**src/rtl/timer_counter.sv**
```systemverilog
// timer_counter
//   Memory-mapped timer peripheral behind the CPU bus bridge. Holds a
//   programmable divider and a 32-bit tick counter that advances once every
//   `divider` clock cycles. The CPU writes the divider at PERI_ADDR_TIMER_SET
//   and reads the counter at PERI_ADDR_TIMER.
//
// Parameters
//   DEFAULT_DIV          divider loaded at reset
//   PERI_ADDR_TIMER      read address of the counter
//   PERI_ADDR_TIMER_SET  write address of the divider
//
// Ports
//   clk        in   1   system clock (same clock as the CPU/bridge)
//   rst        in   1   asynchronous, active-low reset
//   addr       in   32  read address from the bridge timer read path
//   set_addr   in   32  write address from the bridge timer-set path
//   set_we     in   1   write enable from the bridge
//   set_wdata  in   32  new divider value
//   rdata      out  32  counter value when addr matches, else 0
//   tick       out  1   registered one-cycle pulse per counter increment
module timer_counter #(
  parameter logic [31:0] DEFAULT_DIV         = 32'd100_000,
  parameter logic [31:0] PERI_ADDR_TIMER     = 32'h1000_0010,
  parameter logic [31:0] PERI_ADDR_TIMER_SET = 32'h1000_0014
) (
  input  logic        clk,
  input  logic        rst,
  input  logic [31:0] addr,
  input  logic [31:0] set_addr,
  input  logic        set_we,
  input  logic [31:0] set_wdata,
  output logic [31:0] rdata,
  output logic        tick
);

  logic [31:0] div_reg;
  logic [31:0] presc;
  logic [31:0] count;
  logic        write_hit;

  // The enable alone is not trusted; the address must match as well so a
  // stray enable from the bridge cannot reprogram the timer.
  assign write_hit = set_we && (set_addr == PERI_ADDR_TIMER_SET);

  // A write always wins over an increment in the same cycle and restarts
  // counting from zero. A divider of zero freezes prescaler and counter; that
  // case is filtered out before the div_reg - 1 compare so the compare never
  // sees an underflowed value.
  always_ff @(posedge clk or negedge rst) begin
    if (!rst) begin
      div_reg <= DEFAULT_DIV;
      presc   <= 32'd0;
      count   <= 32'd0;
      tick    <= 1'b0;
    end else if (write_hit) begin
      div_reg <= set_wdata;
      presc   <= 32'd0;
      count   <= 32'd0;
      tick    <= 1'b0;
    end else if (div_reg != 32'd0) begin
      if (presc == div_reg - 32'd1) begin
        presc <= 32'd0;
        count <= count + 32'd1;
        tick  <= 1'b1;
      end else begin
        presc <= presc + 32'd1;
        tick  <= 1'b0;
      end
    end else begin
      tick <= 1'b0;
    end
  end

  // Combinational read so the bridge can mux the data in the same cycle.
  assign rdata = (addr == PERI_ADDR_TIMER) ? count : 32'h0;

endmodule

```
**config.mk**
```make
export PLATFORM = sky130hd
export DESIGN_NAME = timer_counter
export DESIGN_NICKNAME = d
export VERILOG_FILES = /design/src/rtl/timer_counter.sv
export SDC_FILE = /design/constraint.sdc
export NUM_CORES = 1
export LEC_CHECK = 0
export CORE_MARGIN = 2
export CORE_UTILIZATION = 45
export DETAILED_ROUTE_END_ITERATION = 12
export GPL_ROUTABILITY_DRIVEN = 0
export PLACE_DENSITY = 0.75
export REMOVE_ABC_BUFFERS = 1
export SETUP_SLACK_MARGIN = 0.02
export SLEW_MARGIN = 15
export SYNTH_ARGS = -nofsm -noshare
export SYNTH_HDL_FRONTEND = slang
export SYNTH_SLANG_ARGS = --single-unit
```
**constraint.sdc**
```tcl
create_clock -name clk -period 5 [get_ports clk]
set_clock_uncertainty 0.1 [all_clocks]
set_input_delay 0.75 -clock clk [delete_from_list [all_inputs] [get_ports clk]]
set_output_delay 0.75 -clock clk [all_outputs]
set_load 0.05 [all_outputs]
```
==> impl_metrics.env, run 1 <==
export IMPL_status="complete, no violations"
export IMPL_powerDensity_nw_per_um2=201
export IMPL_synth_adder_area_share_pct=0.614
export IMPL_dp_hpwl_um=11700
export IMPL_die_w_um=121
export IMPL_pwr_share_clk_pct=44.4
export IMPL_fillers=1156
export IMPL_critical_path_max_fanout=19
export IMPL_setup_violations_final=0
export IMPL_mostFrequentLayoutCells="clkdlybuf4s50_1 (130), dfrtp_1 (91), nor2_1 (81)"
export IMPL_synth_yosys_seq_area_share_pct=39.8
export IMPL_synthMuxAreaShare_pct=5.83
export IMPL_crit_path_start_kind="register"
export IMPL_ios=132
export IMPL_synthSimpleGateAreaFrac_pct=32.8
export IMPL_cp_common_cell="or3_1"
export IMPL_coreArea_um2=13200
export IMPL_combPwrFrac_pct=6.1
export IMPL_synth_warning_count=0
export IMPL_hp_class="in -> async"
export IMPL_tns_ps=0
export IMPL_reg2reg_to="count[23]"
export IMPL_syn_instance_count=669
export IMPL_arrival_ps=4270
export IMPL_post_route_min_period_ps=4110
export IMPL_grt_usage_pct=21.7
export IMPL_intPower_mw=1.26
export IMPL_initial_core_util_pct=46.2
export IMPL_max_vdd_ir_drop_mv=0.128
export IMPL_vias=5413
export IMPL_synth_top_cell_area_share_pct=37.2
export IMPL_ctsResizeCount=0
export IMPL_p_switching_mw=0.329
export IMPL_synth_xor_area_share_pct=13.6
export IMPL_dp_slack_ps=904
export IMPL_fmax_mhz=243
export IMPL_die_area_um2=14500
export IMPL_wl_um=15300
export IMPL_cts_hold_buf=0
export IMPL_via_per_inst=5.58
export IMPL_cts_root_buffer="clkbuf_16"
export IMPL_synth_compound_gate_area_share_pct=4.81
export IMPL_antenna_found_initial=0
export IMPL_drive_above_1_share_pct=9.95
export IMPL_grt_pass1_vias=5428
export IMPL_hold_viol_final=0
export IMPL_grt_pass1_wl_um=25700
export IMPL_required_ps=5160
export IMPL_grt_max_degree=59
export IMPL_reg2reg_depth=11
export IMPL_rsz0062_at_grt="false"
export IMPL_synth_area_leaders="dfrtp_1 (37%), xnor2_1 (8.6%), mux2_2 (5.3%)"
export IMPL_synth_seq_cells=97
export IMPL_stdcell_area_um2=7890
export IMPL_critPathKind="reg -> reg"
export IMPL_r2r_slack_ps=890
export IMPL_critPathSlowestCell="or4_1"
export IMPL_cts_tree="done"
export IMPL_maxSlewHeadroom_pct=53.6
export IMPL_cpPeakStageDelay_ps=580
export IMPL_synth_ff_type="dfrtp_1"
export IMPL_synth_area_um2=6110
export IMPL_place_area_um2=7590
export IMPL_synth_top_family_by_area="simple AND/OR/NAND/NOR gates"
export IMPL_p_seq_share_pct=49.5
export IMPL_synth_distinct_cells=56
export IMPL_cts_buffer_depth=2
export IMPL_final_common_cell="clkdlybuf4s50_1"
export IMPL_layout_nets=891
export IMPL_critPathBufInv=1
export IMPL_clk_latency_ps=350
export IMPL_worst_slack_ps=886
export IMPL_syn_avg_cell_area_um2=9.14
export IMPL_h_tree_depth=3
export IMPL_synth_edf_count=0
export IMPL_diodes=0
export IMPL_areaGrowthSynthToFinish_pct=29.1
export IMPL_async_reset_ff_share_pct=100
export IMPL_crit_path_end_kind="register"
export IMPL_post_cts_buffers=0
export IMPL_firstDrtPassIters=6
export IMPL_die_h_um=121
export IMPL_multiInputGateArea_um2=3530
export IMPL_p_leak_nw=3.29
export IMPL_yosysTopAreaCell="dfrtp_1"
export IMPL_finalMaxSlewViolations=0
export IMPL_cts_sinks=97
export IMPL_seqCellArea_um2=2430
export IMPL_final_antenna_net_count=0
export IMPL_routedWlPerCell_um=15.8
export IMPL_crit_chain="inv_1 > ha_1 > nor3b_2 > nand4_1 > or3_1 > o32ai_1 > a311oi_1 > or3_1 > or2_1 > or4_1 > a21oi_1"
export IMPL_path_clk_slew_ps=70
export IMPL_period_share_pct=82.3
export IMPL_p_sw_share_pct=20.8
export IMPL_cts_inserted_buffers=9
export IMPL_worst_pin_slew_ps=689
export IMPL_drc=0
export IMPL_portBuffers=131
export IMPL_rr_startpoint="div_reg[0]"
export IMPL_gr_total_overflow=0
export IMPL_drt_iter0_drc=340
export IMPL_num_rows=42
export IMPL_maxCapViolCount=0
export IMPL_critPathTopFamily="simple AND/OR/NAND/NOR gates"
-- metal layers --
layer	global-route usage (%)	share of wire (%)	vias to the layer above
li1	-	-	2633
met1	27.4	43	2574
met2	37.9	49	177
met3	3.96	6.3	29
met4	6.32	1.7	0
met5	0	0	-
-- cell type report --
class                   instances  area share (%)
repair buffers                141            17.5
multi-input cells             535            44.7
flip-flops and latches         97            30.8
well taps                     176            2.79
clock buffers                  10            3.03
clock inverters                 6           0.840
inverters                       5           0.238
-- worst max-delay path by stage --
stage               depth (start not counted)        end    startpoint
floorplan                                   6   presc[2]  set_addr[26]
global placement                           11  presc[12]    div_reg[4]
detailed placement                         11  count[23]    div_reg[0]
CTS                                        11  count[23]    div_reg[0]
global route                               11  count[23]    div_reg[1]
finish                                     11  count[23]    div_reg[0]
-- power by group through the flow --
stage	sequential (mW)	clock [mW]	combinational [mW]
2_1_floorplan	0.800	0	0.00359
3_3_place_gp	0.799	0	0.0965
6_report	0.785	0.704	0.0967
5_1_grt	0.784	0.749	0.105
3_5_place_dp	0.799	0	0.0988
4_1_cts	0.785	0.713	0.0993
-- synthesized netlist by cell type, types with 3 or more instances --
| cell type | instances |
|---|---|
| a21oi_1 | 10 |
| and2_1 | 36 |
| and3_1 | 17 |
| and4_1 | 7 |
| buf_2 | 7 |
| clkbuf_1 | 22 |
| dfrtp_1 | 91 |
| dfstp_2 | 6 |
| ha_1 | 3 |
| inv_1 | 5 |
| mux2_2 | 29 |
| mux2i_1 | 3 |
| nand2_1 | 41 |
| nand2b_1 | 7 |
| nand3_1 | 32 |
| nand4_1 | 18 |
| nor2_1 | 81 |
| nor3_1 | 32 |
| nor4_1 | 28 |
| nor4b_1 | 8 |
| o21ai_0 | 13 |
| o31ai_1 | 6 |
| or2_2 | 6 |
| or3_1 | 11 |
| or4_1 | 16 |
| xnor2_1 | 60 |
| xor2_1 | 35 |
-- through the flow --
stage / power, mW / hold WS (ps) / utilization, % / cells
after CTS: 1.60 / 338 / 59.6 / 970
after floorplan: 0.803 / 354 / - / 637
after global routing: 1.64 / 371 / 59.6 / 970
after detailed placement: 0.898 / 439 / 57.3 / 954
final: 1.58 / 313 / 59.6 / 970
after global placement: 0.896 / 447 / 57.3 / 954
-- cell families (layout without fill, tap and decap cells) --
logic type,count (synthesis),after routing
adder cells (fa/ha/maj),3,3
AND/OR/NAND/NOR,360,360
flip-flops,97,97
buffers and inverters,37,162
AO/OA/AOI/OAI,45,45
XOR/XNOR,95,95
multiplexers,32,32
-- worst reg2reg max path, delay by kind of cell (launching register included) --
kind / cells / cell delay [ps]
adders and majority gates: 1 / 190
and+or+nand+nor: 6 / 2820
buffers and inverters: 1 / 90
DFF: 1 / 430
AOI/OAI and AO/OA: 3 / 390
Note: power is estimated with default switching activity, not from simulation.
==> run 2, diff against run 1 <==
- clock period: 5 -> 3.9 ns (I/O delays scaled with it)
==> run 2 against run 1 <==
Largest cell class unchanged. Non-clock buffer count rose by 11. Cell count grew 1.1%. First-iteration DRC count shrank 3.2%.
==> impl_metrics.env, run 2 (synthesized netlist as in run 1, its figures left out) <==
export IMPL_rsz0062_at_grt="true"
export IMPL_num_rows=42
export IMPL_drive_above_1_share_pct=15.2
export IMPL_reg2reg_to="count[5]"
export IMPL_h_tree_depth=3
export IMPL_rr_startpoint="div_reg[0]"
export IMPL_dp_cells=965
export IMPL_grt_usage_pct=22.5
export IMPL_hold_viol_final=0
export IMPL_crit_path_end_kind="register"
export IMPL_worst_pin_slew_ps=945
export IMPL_post_route_min_period_ps=3740
export IMPL_max_vdd_ir_drop_mv=0.220
export IMPL_critPathKind="reg -> reg"
export IMPL_ios=132
export IMPL_place_area_um2=8020
export IMPL_diodes=0
export IMPL_stdcell_area_um2=8330
export IMPL_status="complete, no violations"
export IMPL_grt_max_degree=76
export IMPL_final_antenna_net_count=0
export IMPL_p_sw_share_pct=20.5
export IMPL_hp_class="in -> async"
export IMPL_period_share_pct=96.0
export IMPL_path_clk_slew_ps=70
export IMPL_p_leak_nw=3.51
export IMPL_cts_tree="done"
export IMPL_reg2reg_depth=12
export IMPL_fillers=1084
export IMPL_coreArea_um2=13200
export IMPL_layout_nets=902
export IMPL_r2r_slack_ps=160
export IMPL_maxCapViolCount=0
export IMPL_grt_pass1_vias=5550
export IMPL_critical_path_max_fanout=15
export IMPL_powerDensity_nw_per_um2=246
export IMPL_drc=0
export IMPL_crit_path_start_kind="register"
export IMPL_dp_hpwl_um=12000
export IMPL_finalMaxSlewViolations=0
export IMPL_p_switching_mw=0.421
export IMPL_die_h_um=121
export IMPL_clk_latency_ps=360
export IMPL_gr_total_overflow=0
export IMPL_dp_slack_ps=74.9
export IMPL_cts_root_buffer="clkbuf_16"
export IMPL_routedWlPerCell_um=16.1
export IMPL_vias=5501
export IMPL_cts_buffer_depth=2
export IMPL_drt_iter0_drc=329
export IMPL_p_seq_share_pct=49.1
export IMPL_pwr_share_clk_pct=44.8
export IMPL_cts_inserted_buffers=9
export IMPL_areaGrowthSynthToFinish_pct=36.2
export IMPL_via_per_inst=5.61
export IMPL_intPower_mw=1.63
export IMPL_firstDrtPassIters=4
export IMPL_worst_slack_ps=155
export IMPL_initial_core_util_pct=46.2
export IMPL_required_ps=4040
export IMPL_antenna_found_initial=0
export IMPL_stdcell_count=981
export IMPL_grt_pass1_wl_um=26600
export IMPL_die_w_um=121
export IMPL_combPwrFrac_pct=6.1
export IMPL_cts_sinks=97
export IMPL_wl_um=15800
export IMPL_setup_violations_final=0
export IMPL_arrival_ps=3880
export IMPL_final_common_cell="clkdlybuf4s50_1"
export IMPL_fmax_mhz=267
export IMPL_maxSlewHeadroom_pct=37.0
export IMPL_portBuffers=131
export IMPL_die_area_um2=14500
export IMPL_mostFrequentLayoutCells="clkdlybuf4s50_1 (98), dfrtp_1 (91), nor2_1 (81)"
==> run 2: area by class of cell <==
cell class | instances | area (um2) | area share (%)
flip-flops and latches | 97 | 2430 | 29.2
clock buffers | 12 | 256 | 3.08
inverters | 5 | 18.8 | 0.225
well taps | 176 | 220 | 2.65
repair buffers | 152 | 1810 | 21.8
clock inverters | 4 | 51.3 | 0.616
multi-input cells | 535 | 3530 | 42.4
==> run 2: critical path, stage by stage, from the launching register on <==
cell and delay [ps]:
dfrtp_1 430, inv_1 90, ha_1 190, or3b_2 510, nor4_1 260, xnor2_1 160
nand4_1 100, or3_1 400, or4_1 560, buf_4 220, nor4_1 370, xnor2_1 170
nor2_1 60
==> run 2: power by group through the flow <==
stage	Sequential, mW	Clock [mW]	Combinational (mW)
finish	1.01	0.918	0.125
global route	1.01	0.973	0.135
CTS	1.01	0.936	0.127
detailed placement	1.02	0	0.127
global placement	1.02	0	0.124
floorplan	1.03	0	0.00460
==> run 2: repair_timing <==
action                     CTS  global route
hold endpoints to repair     0             0
hold buffers                 0             0
buffers inserted             0             0
setup endpoints to repair    0             8
gates resized for setup      0             2
==> run 2: how the worst max path moves through the flow <==
| stage | startpoint | cells after the start | slack (ps) | endpoint |
|---|---|---|---|---|
| 6_report | div_reg[0] | 12 | 160 | count[5] |
| 3_5_place_dp | div_reg[0] | 11 | 70 | count[23] |
| 5_1_grt | div_reg[0] | 12 | -60 | count[14] |
| 4_1_cts | div_reg[0] | 11 | 60 | count[20] |
| 3_3_place_gp | div_reg[0] | 11 | 210 | count[23] |
| 2_1_floorplan | set_addr[26] | 6 | -4190 | presc[2] |
==> run 2: through the flow <==
step	power [mW]	setup TNS, ps	utilization, %	hold WS, ps
after floorplan	1.03	-363340	-	189
after global placement	1.15	0	60.5	447
after detailed placement	1.15	0	60.5	447
after CTS	2.07	0	62.8	310
after global routing	2.11	-123	62.9	358
final	2.05	0	62.9	283
==> run 2: per-layer routing <==
| layer | wire length, um | vias to the layer above | share of wire, % | global-route usage (%) |
|---|---|---|---|---|
| li1 | - | 2645 | - | - |
| met1 | 6550 | 2663 | 41 | 27.2 |
| met2 | 8040 | 166 | 51 | 39.5 |
| met3 | 889 | 27 | 5.6 | 4.29 |
| met4 | 337 | 0 | 2.1 | 8.65 |
| met5 | 0 | - | 0 | 0 |
==> run 3, diff against run 2 <==
- CTS_BUF_LIST: default -> sky130_fd_sc_hd__clkbuf_4
==> run 3 against run 2 <==
Clock-buffer cell count shrank 2. Via count is essentially flat. Setup slack gained 68 ps. Cell area shrank 1.9%. Flip-flop and latch count is the same. Die area is the same. Critical path depth shrank 2. Cell count is the same. Global-route usage shrank 0.14 points. Register-to-register slack gained 70 ps. Maximum frequency grew 1.9%. Sequential power is essentially flat. Largest cell class unchanged.
==> impl_metrics.env, run 3 (synthesized netlist as in run 1, its figures left out) <==
export IMPL_drt_iter0_drc=270
export IMPL_status="complete, no violations"
export IMPL_dp_hpwl_um=12000
export IMPL_max_vdd_ir_drop_mv=0.218
export IMPL_clk_latency_ps=490
export IMPL_drt_met1_wl_um=6560
export IMPL_crit_path_end_kind="register"
export IMPL_coreArea_um2=13200
export IMPL_setup_violations_final=0
export IMPL_arrival_ps=4000
export IMPL_fillers=1114
export IMPL_cts_buffer_depth=2
export IMPL_final_common_cell="clkdlybuf4s50_1"
export IMPL_path_clk_slew_ps=150
export IMPL_critPathBufInv=1
export IMPL_via_per_inst=5.61
export IMPL_crit_chain="buf_4 > nor4_4 > nand4_1 > or3_1 > mux2i_1 > o22ai_1 > or3_1 > or2_4 > or4_1 > a21oi_1"
export IMPL_grt_pass1_wl_um=26400
export IMPL_routedWlPerCell_um=16.0
export IMPL_p_switching_mw=0.378
export IMPL_hold_viol_final=0
export IMPL_cts_tree="done"
export IMPL_crit_path_start_kind="register"
export IMPL_cts_root_buffer="clkbuf_4"
export IMPL_cpPeakStageDelay_ps=530
export IMPL_fin_hold_ws_ps=122
export IMPL_fin_total_pwr_mw=1.67
export IMPL_maxCapViolCount=0
export IMPL_areaGrowthSynthToFinish_pct=33.6
export IMPL_wl_met3_um=970
export IMPL_utilization_pct=61.7
export IMPL_layout_nets=902
export IMPL_wl_um=15700
export IMPL_required_ps=4220
export IMPL_wl_met2_um=7850
export IMPL_worst_pin_slew_ps=938
export IMPL_cp_common_cell="or3_1"
export IMPL_powerDensity_nw_per_um2=205
export IMPL_post_route_min_period_ps=3680
export IMPL_critPathSlowestCell="or4_1"
export IMPL_pwr_share_clk_pct=32.4
export IMPL_finalMaxSlewViolations=0
export IMPL_die_h_um=121
export IMPL_ios=132
export IMPL_critPathTopFamily="simple AND/OR/NAND/NOR gates"
export IMPL_mostFrequentLayoutCells="clkdlybuf4s50_1 (98), dfrtp_1 (91), nor2_1 (81)"
export IMPL_cts_inserted_buffers=9
export IMPL_initial_core_util_pct=46.2
export IMPL_h_tree_depth=3
export IMPL_critical_path_max_fanout=19
export IMPL_hp_class="in -> async"
export IMPL_p_leak_nw=3.44
export IMPL_period_share_pct=94.3
export IMPL_p_sw_share_pct=22.6
export IMPL_top_layer="met4"
export IMPL_drive_above_1_share_pct=15.4
export IMPL_vias=5506
export IMPL_antenna_found_initial=0
export IMPL_critPathKind="reg -> reg"
export IMPL_grt_max_degree=76
export IMPL_maxSlewHeadroom_pct=37.4
export IMPL_num_rows=42
export IMPL_firstDrtPassIters=5
export IMPL_die_area_um2=14500
export IMPL_combPwrFrac_pct=7.4
export IMPL_portBuffers=131
export IMPL_grt_pass1_vias=5506
export IMPL_fmax_mhz=272
export IMPL_die_w_um=121
export IMPL_cts_hold_buf=0
export IMPL_p_seq_share_pct=60.2
export IMPL_rsz0062_at_grt="false"
export IMPL_diodes=0
export IMPL_gr_total_overflow=0
export IMPL_cts_sinks=97
export IMPL_grt_usage_pct=22.4
export IMPL_intPower_mw=1.30
export IMPL_drc=0
export IMPL_final_antenna_net_count=0
-- run 3: changes by cell type in the layout (fill, tap and decap cells not counted) --
cell	before	now
clkbuf_1	1	0
clkbuf_4	0	10
nor4_2	3	6
clkinv_1	0	2
clkbuf_16	9	0
nor4_1	27	24
clkbuf_8	2	0
-- run 3: what timing repair did --
| action | 4_1_cts | 5_1_grt |
|---|---|---|
| endpoints found under the setup margin | 0 | 19 |
| buffers inserted | 0 | 0 |
| gates resized for setup | 0 | 5 |
-- run 3: worst reg2reg max path, delay by kind of cell (launching register included) --
| kind | cells | cell delay, ps |
|---|---|---|
| buffers and inverters | 1 | 170 |
| and+or+nand+nor | 6 | 2460 |
| DFF | 1 | 420 |
| muxes | 1 | 200 |
| AOI/OAI and AO/OA | 2 | 280 |
-- run 3: layer usage --
| layer | GRT usage [%] | up-vias |
|---|---|---|
| met1 | 27.5 | 2648 |
| met3 | 4.34 | 22 |
| met2 | 38.8 | 189 |
| met5 | 0 | - |
| met4 | 8.36 | 0 |
| li1 | - | 2647 |
-- run 3: power groups by stage --
stage               sequential [mW]  combinational [mW]  clock, mW
floorplan                      1.03             0.00460          0
global placement               1.02               0.124          0
detailed placement             1.02               0.127          0
CTS                            1.01               0.127      0.559
global route                   1.01               0.135      0.598
finish                         1.01               0.125      0.542
-- run 3: final cells by class --
| cell class | instances | area, um2 | area share [%] |
|---|---|---|---|
| multi-input combinational | 535 | 3550 | 43.5 |
| sequential | 97 | 2430 | 29.8 |
| timing repair buffer | 152 | 1810 | 22.2 |
| tap | 176 | 220 | 2.70 |
| clock buffer | 10 | 75.1 | 0.919 |
| clock inverter | 6 | 58.8 | 0.720 |
| inverter | 5 | 18.8 | 0.230 |
-- run 3: worst paths after layout --
kind	start	to	slack, ps	cells past startpoint
max	div_reg[6]	count[23]	220	10
min	rst	count[24]	120	1
max reg2reg	div_reg[6]	count[23]	220	10
min reg2reg	count[8]	count[8]	470	2
max in group asynchronous	rst	div_reg[21]	2830	2
min in group clk	count[8]	count[8]	470	2
-- run 3: through the flow --
stage | TNS [ps] | cells | setup WS, ps | cell area, um2
floorplan | -363340 | 637 | -4190 | 5980
global route | 0 | 981 | 39.3 | 8170
global placement | 0 | 965 | 211 | 8020
detailed placement | 0 | 965 | 74.9 | 8020
CTS | 0 | 981 | 48.1 | 8150
finish | 0 | 981 | 224 | 8170
==> variant, RTL diff (flow settings as in run 1) <==
Put a register stage on the output `rdata`, without a reset. The value now appears one clock later. The other outputs are not delayed to match.
--- a/src/rtl/timer_counter.sv
+++ b/src/rtl/timer_counter.sv
@@ -74,3 +74,5 @@
   // Combinational read so the bridge can mux the data in the same cycle.
-  assign rdata = (addr == PERI_ADDR_TIMER) ? count : 32'h0;
+  always_ff @(posedge clk) begin
+    rdata <= (addr == PERI_ADDR_TIMER) ? count : 32'h0;
+  end
 
Function: changed (Yosys sat finds a counterexample within 4 cycles, from zero or initial values and one cycle with rst low).
==> variant against run 1 <==
- sequential cell count up 32
- cell area up 16%
- sequential share of layout area up 2.8 points
- wire length up 12%
- worst setup slack worse by 0.34 ns
- combinational power down 2.2%
- power up 49%
- non-clock buffer count down 1
- synthesized area up 16%
- clock power up 75%
- critical path type unchanged
- largest cell class unchanged
- highest routed layer unchanged
==> variant: results (changes against run 1) <==
status complete, no violations; Netlist cell types 68 (+21%); Total GRT Usage 21.5% (-0.22 points); largest net degree at the start of global routing 73 (+24%); first drt pass iteration count 5 (-1); Iteration-0 DRC Markers 511 (+50%); DR vias/cell 5.59 (+0.23%); first-pass GRT wire length 28700 µm (+12%); Worst VDD drop 0.264 mV (+110%); H-tree Lvls 4 (+1); Final nets 989 (+11%); async set or reset register ratio after synthesis 75.2% (-25 points); area of placed instances 8540 µm² (+13%); Num CTS Buffers 17 (+8); clk_lat worst skew 0.43 ns (+0.08 ns); synth top area cells dfrtp_1 (32%), dfxtp_1 (9.1%), xnor2_1 (7.1%); dpl ws 0.548 ns (-0.356 ns); WL/cell 15.4 µm (-2.5%); fraction of layout cells with a size suffix above 1 9.56% (-0.39 points); Static Leak 3.48 nW (+5.7%); post-synthesis sequential area ratio 43.5% (+3.6 points); Final HPWL DP 11900 µm (+2.0%); crit path DAT 4.64 ns (+0.37 ns); Max transition margin 37.9% (-16 points); vias in the first global route 5905 (+8.8%); Commonest cells post-synth dfrtp_1 (91), nor2_1 (74), nand2_1 (58), xnor2_1 (57), nor4_1 (50); Reg clk slew, reported paths 0.06 ns; crit-path max FO 20 (+1); initial antenna violation count 0 (unchanged); CTS Buffer Depth 2 (unchanged)
==> variant: cell types whose count changed in the layout (fill, tap and decap cells not counted), moves of 4 or more <==
cell	run 1	this run
inv_1	5	13
nor2_1	81	74
a21oi_1	10	15
nand2_1	41	58
a31oi_1	1	11
nor4_1	27	49
and2_1	36	40
a21o_1	0	4
xor2_1	35	20
clkbuf_16	9	18
nand3_1	32	39
dfxtp_1	0	32
nor3_1	32	27
==> variant: path summary, 6_finish.rpt <==
| path | startpoint | end | slack (ns) | cells after the start |
|---|---|---|---|---|
| max | div_reg[0] | presc[25] | 0.54 | 11 |
| max reg2reg | div_reg[0] | presc[25] | 0.54 | 11 |
| min | rst | div_reg[11] | 0.37 | 1 |
| min reg2reg | count[31] | rdata[31] | 0.40 | 1 |
| max in group asynchronous | rst | presc[0] | 3.51 | 2 |
| min in group clk | count[31] | rdata[31] | 0.40 | 1 |
==> variant: final cells by class <==
class / count / area, µm²
Clock buffer: 20 / 458
Multi-Input combinational cell: 586 / 3780
Sequential cell: 129 / 3080
Fill cell: 1309 / 6120
Tap cell: 211 / 264
Clock inverter: 12 / 133
Timing Repair Buffer: 140 / 1380
Inverter: 13 / 48.8
==> variant: kinds of logic (layout without fill, tap and decap cells) <==
group | count (synthesis) | count (layout) | share of synthesized area [%]
AND/OR/NAND/NOR | 399 | 399 | 31.0
flip-flops | 129 | 129 | 43.5
AO/OA/AOI/OAI | 77 | 77 | 7.43
XOR/XNOR | 77 | 77 | 9.53
buffers and inverters | 58 | 185 | 3.25
multiplexers | 30 | 30 | 4.74
adder cells (fa/ha/maj) | 3 | 3 | 0.531
==> variant: metrics by stage <==
step	hold slack [ns]	instances	TNS [ns]
6_report	0.370	1111	0
5_1_grt	0.441	1111	0
4_1_cts	0.397	1111	0
3_5_place_dp	0.395	1079	0
3_3_place_gp	0.387	1079	0
2_1_floorplan	0.354	728	-250.96
==> variant: where the power goes <==
group	leakage, nW	internal, mW	switching [mW]
combinational	1.86	0.0687	0.0259
clock	0.270	0.762	0.470
sequential	1.35	1.04	0.000000301
total	3.48	1.87	0.496
==> variant: worst max-delay path: stages, from the launching register on <==
cell and delay, ns:
dfrtp_1 0.43, inv_1 0.10, ha_1 0.23, or4b_4 0.53, or3_1 0.37, a21oi_1 0.15, o22ai_1 0.10, or4_1 0.41
or4_1 0.58, or2_1 0.50, o21ai_2 0.69, nor2_1 0.12
==> variant: routing by layer <==
layer / share of wire (%) / vias to the layer above / track usage, %
li1: - / 3045 / -
met1: 45 / 2939 / 28.5
met2: 47 / 205 / 33.8
met3: 6.0 / 25 / 6.28
met4: 1.8 / 0 / 7.23
met5: 0 / - / 0
